**src/rtl/approx_add_pkg.sv**
```systemverilog
// ---------------------------------------------------------------------------
// approx_add_pkg
// Shared definitions for the approximate / carry-recovering adder.
//   SLICE_W : width of one carry-lookahead slice (4 bits)
//   state_t : controller states (IDLE, CHECK, HOLD)
// ---------------------------------------------------------------------------
package approx_add_pkg;

  localparam int SLICE_W = 4;

  typedef enum logic [1:0] {
    IDLE  = 2'd0,
    CHECK = 2'd1,
    HOLD  = 2'd2
  } state_t;

endpackage : approx_add_pkg

```
**src/rtl/cla4_pg_slice.sv**
```systemverilog
// ---------------------------------------------------------------------------
// cla4_pg_slice
// One 4-bit carry-lookahead slice.
// Ports:
//   a, b   : 4-bit operand slices
//   c_in   : carry into the slice
//   sum    : low 4 bits of a + b + c_in
//   p_grp  : group propagate (all four bit-propagates set)
//   g_grp  : group generate, independent of c_in, so it equals the
//            carry-out the slice would produce with a zero carry-in
// ---------------------------------------------------------------------------
module cla4_pg_slice
  import approx_add_pkg::*;
(
  input  logic [SLICE_W-1:0] a,
  input  logic [SLICE_W-1:0] b,
  input  logic               c_in,
  output logic [SLICE_W-1:0] sum,
  output logic               p_grp,
  output logic               g_grp
);

  logic [SLICE_W-1:0] p;
  logic [SLICE_W-1:0] g;
  logic [SLICE_W-1:0] c;   // carry into each bit position

  assign p = a ^ b;
  assign g = a & b;

  // Lookahead carries inside the slice
  assign c[0] = c_in;
  assign c[1] = g[0] | (p[0] & c_in);
  assign c[2] = g[1] | (p[1] & g[0]) | (p[1] & p[0] & c_in);
  assign c[3] = g[2] | (p[2] & g[1]) | (p[2] & p[1] & g[0])
              | (p[2] & p[1] & p[0] & c_in);

  assign sum   = p ^ c;
  assign p_grp = &p;
  assign g_grp = g[3] | (p[3] & g[2]) | (p[3] & p[2] & g[1])
               | (p[3] & p[2] & p[1] & g[0]);

endmodule : cla4_pg_slice

```
**src/rtl/approx_add_recover.sv**
```systemverilog
// ---------------------------------------------------------------------------
// approx_add_recover
// Slice-parallel adder that first guesses every inter-slice carry from the
// slice generate terms alone, then (in exact mode) refines the carry vector
// one ripple step per clock until it stops changing.
// Ports:
//   clk, rst            : clock, asynchronous active-high reset
//   in_valid / in_ready : operand handshake (ready only in IDLE)
//   a, b, cin, exact    : operands, carry-in, mode (1 = iterate to exact)
//   out_valid/out_ready : result handshake
//   sum, cout           : result
//   err_flag            : result differed, or would have, from exact addition
//   fix_cnt             : correction iterations used
// ---------------------------------------------------------------------------
module approx_add_recover
  import approx_add_pkg::*;
#(
  parameter int WIDTH = 16
) (
  input  logic                        clk,
  input  logic                        rst,
  input  logic                        in_valid,
  output logic                        in_ready,
  input  logic [WIDTH-1:0]            a,
  input  logic [WIDTH-1:0]            b,
  input  logic                        cin,
  input  logic                        exact,
  output logic                        out_valid,
  input  logic                        out_ready,
  output logic [WIDTH-1:0]            sum,
  output logic                        cout,
  output logic                        err_flag,
  output logic [$clog2(WIDTH/4):0]    fix_cnt
);

  localparam int S  = WIDTH / SLICE_W;
  localparam int FW = $clog2(S) + 1;

  state_t           state_reg, state_next;
  logic [WIDTH-1:0] a_reg, a_next;
  logic [WIDTH-1:0] b_reg, b_next;
  logic             exact_reg, exact_next;
  logic [S-1:0]     creg_reg, creg_next;
  logic [FW-1:0]    fix_cnt_reg, fix_cnt_next;
  logic [WIDTH-1:0] sum_reg, sum_next;
  logic             cout_reg, cout_next;
  logic             err_reg, err_next;

  // Slice datapath
  logic [WIDTH-1:0] op_a;
  logic [WIDTH-1:0] op_b;
  logic [WIDTH-1:0] slice_sum;
  logic [S-1:0]     p_vec;
  logic [S-1:0]     g_vec;
  logic [S-1:0]     nxt_carry;

  // While idle the slices look at the live inputs so the initial carry guess
  // (the group generates) is available on the accepting edge. Afterwards they
  // work on the captured operands.
  assign op_a = (state_reg == IDLE) ? a : a_reg;
  assign op_b = (state_reg == IDLE) ? b : b_reg;

  generate
    for (genvar gi = 0; gi < S; gi++) begin : g_slice
      cla4_pg_slice u_slice (
        .a     (op_a[gi*SLICE_W +: SLICE_W]),
        .b     (op_b[gi*SLICE_W +: SLICE_W]),
        .c_in  (creg_reg[gi]),
        .sum   (slice_sum[gi*SLICE_W +: SLICE_W]),
        .p_grp (p_vec[gi]),
        .g_grp (g_vec[gi])
      );
    end
  endgenerate

  // One ripple step of carry refinement: each slice carry-in becomes the
  // carry-out of the slice below given that slice's current carry-in.
  // creg_reg[0] already holds the captured cin.
  assign nxt_carry[0] = creg_reg[0];
  generate
    for (genvar gi = 0; gi < S - 1; gi++) begin : g_nxt
      assign nxt_carry[gi+1] = g_vec[gi] | (p_vec[gi] & creg_reg[gi]);
    end
  endgenerate

  always_ff @(posedge clk or posedge rst) begin
    if (rst) begin
      state_reg   <= IDLE;
      a_reg       <= '0;
      b_reg       <= '0;
      exact_reg   <= 1'b0;
      creg_reg    <= '0;
      fix_cnt_reg <= '0;
      sum_reg     <= '0;
      cout_reg    <= 1'b0;
      err_reg     <= 1'b0;
    end else begin
      state_reg   <= state_next;
      a_reg       <= a_next;
      b_reg       <= b_next;
      exact_reg   <= exact_next;
      creg_reg    <= creg_next;
      fix_cnt_reg <= fix_cnt_next;
      sum_reg     <= sum_next;
      cout_reg    <= cout_next;
      err_reg     <= err_next;
    end
  end

  always_comb begin
    state_next   = state_reg;
    a_next       = a_reg;
    b_next       = b_reg;
    exact_next   = exact_reg;
    creg_next    = creg_reg;
    fix_cnt_next = fix_cnt_reg;
    sum_next     = sum_reg;
    cout_next    = cout_reg;
    err_next     = err_reg;

    case (state_reg)
      IDLE: begin
        if (in_valid) begin
          a_next       = a;
          b_next       = b;
          exact_next   = exact;
          creg_next    = {g_vec[S-2:0], cin};
          fix_cnt_next = '0;
          state_next   = CHECK;
        end
      end

      CHECK: begin
        if (exact_reg && (nxt_carry != creg_reg)) begin
          creg_next    = nxt_carry;
          fix_cnt_next = fix_cnt_reg + FW'(1);
        end else begin
          sum_next = slice_sum;
          if (exact_reg) begin
            cout_next = g_vec[S-1] | (p_vec[S-1] & creg_reg[S-1]);
            err_next  = (fix_cnt_reg != '0);
          end else begin
            // Approximate result: top carry ignores its carry-in, and any slice
            // whose guessed carry-in would have propagated is flagged.
            cout_next = g_vec[S-1];
            err_next  = |(p_vec & creg_reg);
          end
          state_next = HOLD;
        end
      end

      HOLD: begin
        if (out_ready) begin
          state_next = IDLE;
        end
      end

      default: begin
        state_next = IDLE;
      end
    endcase
  end

  assign in_ready  = (state_reg == IDLE);
  assign out_valid = (state_reg == HOLD);
  assign sum       = sum_reg;
  assign cout      = cout_reg;
  assign err_flag  = err_reg;
  assign fix_cnt   = fix_cnt_reg;

endmodule : approx_add_recover

```
**config.mk**
```make
export PLATFORM = sky130hd
export DESIGN_NAME = approx_add_recover
export DESIGN_NICKNAME = d
export VERILOG_FILES = /design/src/rtl/approx_add_pkg.sv /design/src/rtl/cla4_pg_slice.sv /design/src/rtl/approx_add_recover.sv
export SDC_FILE = /design/constraint.sdc
export NUM_CORES = 1
export LEC_CHECK = 0
export ABC_CLOCK_PERIOD_IN_PS = 4550
export CORE_MARGIN = 2
export CORE_UTILIZATION = 53
export DETAILED_ROUTE_END_ITERATION = 6
export GPL_TIMING_DRIVEN = 0
export PLACE_DENSITY = 0.81
export RECOVER_POWER = 25
export SETUP_SLACK_MARGIN = 0.15
export SLEW_MARGIN = 10
export SYNTH_ARGS = -nofsm -noshare
export SYNTH_HDL_FRONTEND = slang
export SYNTH_SLANG_ARGS = --single-unit
export TNS_END_PERCENT = 1
```
**constraint.sdc**
```tcl
create_clock -name clk -period 4.55 [get_ports clk]
set_clock_uncertainty 0.15 [all_clocks]
set_input_delay 0.6825 -clock clk [delete_from_list [all_inputs] [get_ports clk]]
set_output_delay 0.6825 -clock clk [all_outputs]
set_load 0.02 [all_outputs]
```
Word-level counts from Yosys, hierarchy flattened. Index checks and enable logic that the tools add are counted. Widths: inputs -> output; s select.

Reduce and logical (&&, ||, !) cells: 14. Bitwise logic cells: 115. $add $sub $neg: 1. Eq/ne operators: 7. Muxes and demuxes: 14.

Operators with widths (count): $and 1x1->1 (60); $or 1x1->1 (40); $mux 16 (2); $xor 4x4->4 (8); $and 4x4->4 (5); $reduce_and 4->1 (4); $reduce_and 3->1 (3); $mux 4 (2); $pmux 4 s2 (1); $mux 2 (3); $mux 3 (2); $ne 2x2->1 const B (3); $pmux 2 s3 (1); $pmux 3 s2 (1); $reduce_and 2->1 (2); $reduce_or 4->1 (1); $add 3x1->3 const B (1); $ne 3x3->1 (1); $reduce_bool 3->1 (1); $eq 2x1->1 const B (1); $eq 2x2->1 const B (1); $logic_not 2->1 (1); $mux 1 (2); $ne 2x1->1 const B (1); other kinds (3) (4).

Word-level logic and storage cells: 161. Output and inout bits: 23. Input bits: 38. Register bits after elaboration: 60.

Logic depth before layout (Yosys ltp).
Depth in word-level cells: 12. Depth in mapped cells: 13. Depth with buffers taken out: 10.

Modules after synthesis. Synthesis repeated with hierarchy kept, for this count alone.

Cells, all modules: 505. Area total of the unflattened synthesis: 4290.4 µm².

Modules (own cells, without submodules): approx_add_recover (area an instance 3609.7 µm², sequential area each 1501.4 µm², cells an instance 421, times used 1); cla4_pg_slice (area an instance 170.2 µm², sequential area each 0.0 µm², cells an instance 21, times used 4).

Least setup slack after synthesis. OpenSTA, ideal clock, no wires.

Kind: register to register. From: register state_reg[0]. To: register sum_reg[1], in the netlist sum[1]. Cell stages (with the launch flop): 13. Library setup time: 0.127 ns. Clock period less this slack: 4.067 ns. Path buffers: 3. Slack: 0.483 ns. Arrival time: 3.789 ns. Required time: 4.273 ns. Path through: dfrtp_1 > nor2_1 > clkbuf_1 > mux2_2 > ha_1 > a21oi_1 > o21ai_1 > or3_1 > a222oi_1 > o21a_1 > buf_4 > buf_6 > mux2_1.

Longest elaborated chain between the ends: 12. Elaborated cells on any way between the ends: 50. Those cells by class: eq/ne: 2; mux: 2; bitwise: 40; reduce/logical: 6.

RTL lines: start: declaration (line approx_add_recover.sv:39) `state_t state_reg, state_next;`; start signal: assignment (line approx_add_recover.sv:98) `state_reg <= state_next;`; $logic_not 2->1 (*); net in_ready (line approx_add_recover.sv:23) `output logic in_ready,`; $mux 16, on equally long branches (line approx_add_recover.sv:60, approx_add_recover.sv:61); $xor 4x4->4 or $and 4x4->4 (tied branches) (line cla4_pg_slice.sv:27, cla4_pg_slice.sv:28); $and 1x1->1, on equally long branches (line cla4_pg_slice.sv:39, cla4_pg_slice.sv:40); $or 1x1->1, or another cell as far along (line cla4_pg_slice.sv:39) `assign g_grp = g[3] | (p[3] & g[2]) | (p[3] & p[2] & g[1])`; $or 1x1->1 or $and 1x1->1 (tied branches) (line cla4_pg_slice.sv:39, cla4_pg_slice.sv:40); $or 1x1->1 (line cla4_pg_slice.sv:40) `| (p[3] & p[2] & p[1] & g[0]);`; $or 1x1->1 (line approx_add_recover.sv:82) `assign nxt_carry[gi+1] = g_vec[gi] | (p_vec[gi] & creg_reg[gi]);`; $ne 3x3->1 (line approx_add_recover.sv:134) `if (exact_reg && (nxt_carry != creg_reg)) begin`; $logic_and 1x1->1 (line approx_add_recover.sv:134); $not 1->1 (no source line); $reduce_and 2->1 (no source line); end signal: assignment (line approx_add_recover.sv:104) `sum_reg <= sum_next;`; end: declaration (line approx_add_recover.sv:45) `logic [WIDTH-1:0] sum_reg, sum_next;`.

Mark *: on every way through the listed nets, which the timed path passes. The rest lies on a longest branch. A chain may end at the register's enable or synchronous reset.

Worst setup path in the final report.
From: register state_reg[0]. To: register sum_reg[1], in the netlist sum[1].

Longest elaborated chain between the ends: 12. Elaborated cells on any way between the ends: 50. Those cells by class: eq/ne: 2; mux: 2; bitwise: 40; reduce/logical: 6.

RTL lines (line): $logic_not 2->1 (approx_add_recover.sv:60, approx_add_recover.sv:61); $mux 16, on equally long branches (approx_add_recover.sv:60, approx_add_recover.sv:61); $xor 4x4->4 or $and 4x4->4 (tied branches) (cla4_pg_slice.sv:27, cla4_pg_slice.sv:28); $and 1x1->1, on equally long branches (cla4_pg_slice.sv:39, cla4_pg_slice.sv:40); $or 1x1->1, or another cell as far along (cla4_pg_slice.sv:39); $or 1x1->1 or $and 1x1->1 (tied branches) (cla4_pg_slice.sv:39, cla4_pg_slice.sv:40); $or 1x1->1 (cla4_pg_slice.sv:40); $or 1x1->1 (approx_add_recover.sv:82); $ne 3x3->1 (approx_add_recover.sv:134); $logic_and 1x1->1 (approx_add_recover.sv:134); $not 1->1 (no source line); $reduce_and 2->1 (no source line).

Parallel ways exist; a longest one is shown, timed or not.

==> results by stage <==
Floorplanning:
- The floorplan row count is 29.
- The core box area is 0.006241 mm².
- For this configuration, the core starts out at a cell density of 0.5397.
- The vertical die dimension is 83.72 µm.
- 61 I/O pins were placed.
- The die is 83.72 µm wide.
- The die covers 0.007009 mm².

Power:
- The leakage dissipation is 1.857 nW.
- The maximum resistive drop on vdd is 454.5 µV.
- The total power is 3.709 mW.
- For this design the ratio of total power to cell area is 861.4 mW/mm².

Setup path:
- The count of buffer and inverter cells on the critical path is 4.
- By startpoint and endpoint, the worst setup path is classified as reg -> reg.
- The worst path arrival time is 4.18 ns.
- The nature of the critical path startpoint is a flip-flop.
- In this design, the largest share of critical-path delay is due to buffers and inverters.
- The launching instance or port of the critical path is state_reg[0].
- The slowest stage of the critical path is the dfrtp_1 cell.
- On the worst path, the slowest cell contributes a delay of 0.41 ns.
- The critical path capture point type is a flip-flop.
- Along the worst path, the maximum fanout reaches 10.
- By instance count, the cell type seen most on the critical path is buf_4.
- The startpoint of the worst-slack reg-to-reg timing path is state_reg[0].
- At the worst endpoint, the required time is 4.62 ns.
- Traced cell by cell, the critical path runs through nor2_2, clkbuf_2, mux2_2, ha_1, a21oi_1, o21ai_1, or3_1, a222oi_1, buf_4, o21a_1, buf_4, buf_6, mux2_1.

Synth:
- The number of warning messages in the yosys log is 0.
- The cell area that synthesis handed to floorplanning was 0.003368 mm².
- The synthesized design contains 60 register bits.
- The cell count after synthesis came out at 279.
- The sequential cell area fraction in the yosys report is 0.4458.
- The number of different library cells used by synthesis comes to 30.
- The number of nets handed over by synthesis was 339.
- The post-synthesis average cell area is 12.07 µm².

STA:
- The final worst setup slack is 0.4387 ns.
- Setup repair after global routing left no endpoint under its margin.
- The smallest clock period supported by the final layout is computed as 4.111 ns.
- Headroom to the max-slew limit came out at -0.7531.
- Setup violations remaining at the end of the flow were counted as 0.
- For the pin with the worst max-slew slack, the measured transition is 2.615 ns.
- The setup TNS after final layout is 0 ns.
- The hold slack is 0.3395 ns.
- The total count of hold-check failures in the final report is 0.
- Timing would allow up to 243.2 MHz.
- The final critical-path share of the clock period is 0.9036.
- The max-slew violation total from the final report is 61.

Hold path:
- The startpoint identified for the worst hold timing path is sum[2].
- The tightest min-delay check is of the reg -> reg type.

GRT:
- Entering global routing, the biggest net connects 61 pins.
- The number of global-route vias before repair is 2,602.
- The overall overflow remaining after global route is 0.
- The first global-routing pass estimated 12,080 µm of wire.
- The initial antenna violation count is 0.
- The combined global-route utilization of all metal layers is 0.2205.

Detailed routing:
- The uppermost layer routed is met4.
- The detailed router placed 2,367 vias in this run.
- Using the TritonRoute via totals, the vias-per-cell ratio works out to 5.454.
- For this run, design rule violations remaining after detail routing come to 0.
- The first detailed-routing pass ran for 4 iterations.
- The wire length on met2 is 3450 µm.
- The remaining number of nets flagged by the antenna check after routing is 0.
- For this block, the routed nets add up to 7167 µm of wire.
- The routed wire length on met3 is 301 µm.
- In this run, the number of DRC markers left after iteration 0 of detailed routing was 125.
- After detailed routing, the wire length on met1 is 3293 µm.
- In the final routed layout, each cell accounts on average for 16.51 µm.

CTS:
- The total number of clock tree sinks is 60.
- Counting the buffers created by CTS gives 9.
- Clock latency on the worst-skew pair, taken at its later pin, is 0.34 ns.
- The TritonCTS clock tree is done.
- The number of hold buffers added after cts is 0.
- The clock tree synthesis step divided the H-tree into 3 levels.
- The buffer levels on the longest clock path is 2.
- After clock tree synthesis, the clock-pin slew on the worst setup and hold paths is 0.07 ns.
- The tree is rooted in a clkbuf_8.

Finish:
- The finished cells cover 0.004305 mm².
- The final layout contains 412 nets.
- Of the cells placed in the final design, the portion with a size suffix greater than 1 is 0.2717.
- The antenna diode count is 0.
- Counting the fill cells in the layout gives 480.
- The signed area change from the synthesized netlist to the final layout is 27.82%.

Status:
- The flow ran to the end, but the final reports show violations.
- The checks that failed: capacitance limit, slew limit.

Placement:
- The total cell area at the placement stage is 0.004068 mm².
- The final RePlAce weighted congestion is 0.8198.
- In this run the tool buffered the top-level ports with 60 buffer cells.
- Detailed placement finished with a half-perimeter wire length of 5055 µm.
- The pre-CTS setup slack is -0.1922 ns.

Job:
- The number of max-cap violations is 1.
metrics by stage:
step | utilization | std cells
after floorplan | - | 279
after global placement | 0.6514 | 416
after global routing | 0.6899 | 434
after CTS | 0.6877 | 432
final | 0.6899 | 434
after detailed placement | 0.6518 | 416
synth_stat cells:
| master | number | area share |
|---|---|---|
| xor2_1 | 6 | 0.016 |
| ha_1 | 18 | 0.067 |
| a21o_1 | 1 | 0.0022 |
| xnor2_1 | 6 | 0.016 |
| buf_6 | 1 | 0.0033 |
| and2_1 | 1 | 0.0019 |
| nor2b_1 | 2 | 0.0037 |
| mux2_1 | 7 | 0.023 |
| mux2i_1 | 9 | 0.027 |
| o21ai_1 | 4 | 0.0059 |
| a211oi_1 | 2 | 0.0045 |
| o21a_1 | 1 | 0.0022 |
| a311oi_1 | 1 | 0.0026 |
| nor4_1 | 1 | 0.0019 |
| o21ai_0 | 5 | 0.0074 |
| nand2_1 | 11 | 0.012 |
| a21oi_1 | 19 | 0.028 |
| nand3_1 | 4 | 0.0059 |
| inv_1 | 15 | 0.017 |
| clkbuf_1 | 7 | 0.0078 |
| fa_1 | 4 | 0.024 |
| mux2_2 | 73 | 0.24 |
| or3_1 | 3 | 0.0056 |
| buf_4 | 1 | 0.0022 |
| or2_2 | 1 | 0.0019 |
| nor2_1 | 13 | 0.014 |
| o21bai_1 | 1 | 0.0022 |
| dfrtp_1 | 60 | 0.45 |
| nor3b_1 | 1 | 0.0022 |
| a222oi_1 | 1 | 0.0030 |
cell families after synthesis:
kind of cell,count (synthesis),share of synthesized area
simple gates,37,0.04978
xor+xnor,12,0.03120
fa+ha+maj,22,0.09064
mux,89,0.2942
buf+inv,24,0.03009
flops,60,0.4458
compound gates,35,0.05832
placed cells by master, fill, tap and decap left out, types with 7 or more instances in the layout:
cell | netlist | final
nor2_1 | 13 | 12
nand2_1 | 11 | 11
mux2_1 | 7 | 7
mux2_2 | 73 | 73
a21oi_1 | 19 | 19
ha_1 | 18 | 18
clkbuf_8 | 0 | 10
inv_1 | 15 | 14
dfrtp_1 | 60 | 60
mux2i_1 | 9 | 9
clkdlybuf4s50_1 | 0 | 59
power by group:
part / internal [mW] / total [mW] / leakage (nW) / switching (mW)
logic: 1.12 / 2.21 / 1.04 / 1.09
clock network: 0.323 / 0.531 / 0.107 / 0.208
registers: 0.810 / 0.965 / 0.713 / 0.154
total: 2.25 / 3.71 / 1.86 / 1.45
cell type report:
class | instances | area (µm²) | area share
inverter | 15 | 57.56 | 0.01337
sequential | 60 | 1501 | 0.3487
multi-input combinational | 195 | 1768 | 0.4106
buffer | 9 | 48.80 | 0.01133
clock buffer | 12 | 145.1 | 0.03371
tap | 77 | 96.34 | 0.02238
timing repair buffer | 62 | 615.6 | 0.1430
clock inverter | 4 | 72.57 | 0.01686
worst register-to-register path, stage by stage, from the launching register on:
cell and delay, ns:
dfrtp_1 0.41, nor2_2 0.36, clkbuf_2 0.39, mux2_2 0.39, ha_1 0.37, a21oi_1 0.15
o21ai_1 0.10, or3_1 0.32, a222oi_1 0.34, buf_4 0.18, o21a_1 0.10, buf_4 0.19
buf_6 0.19, mux2_1 0.34
repair_timing:
| action | 4_1_cts | 5_1_grt |
|---|---|---|
| pin swaps | 0 | 1 |
| resized for setup | 4 | 0 |
| setup endpoints to repair | 23 | 17 |
| buffers inserted | 0 | 2 |
routing by layer:
layer	up-vias	global-route usage
met3	11	0.04946
met5	-	0
met2	63	0.3600
met4	0	0.08944
li1	1130	-
met1	1163	0.2854
final timing paths:
check / endpoint / slack, ns / cells after the start
setup reg to reg: sum[1] / 0.44 / 13
hold / removal: sum[2] / 0.34 / 1
min in group asynchronous: a_reg[8] / 1.37 / 2
setup / recovery: sum[1] / 0.44 / 13
max in group asynchronous: b_reg[10] / 1.69 / 2
hold reg to reg: sum[2] / 0.34 / 1
Power figures use the tool's default switching activity.
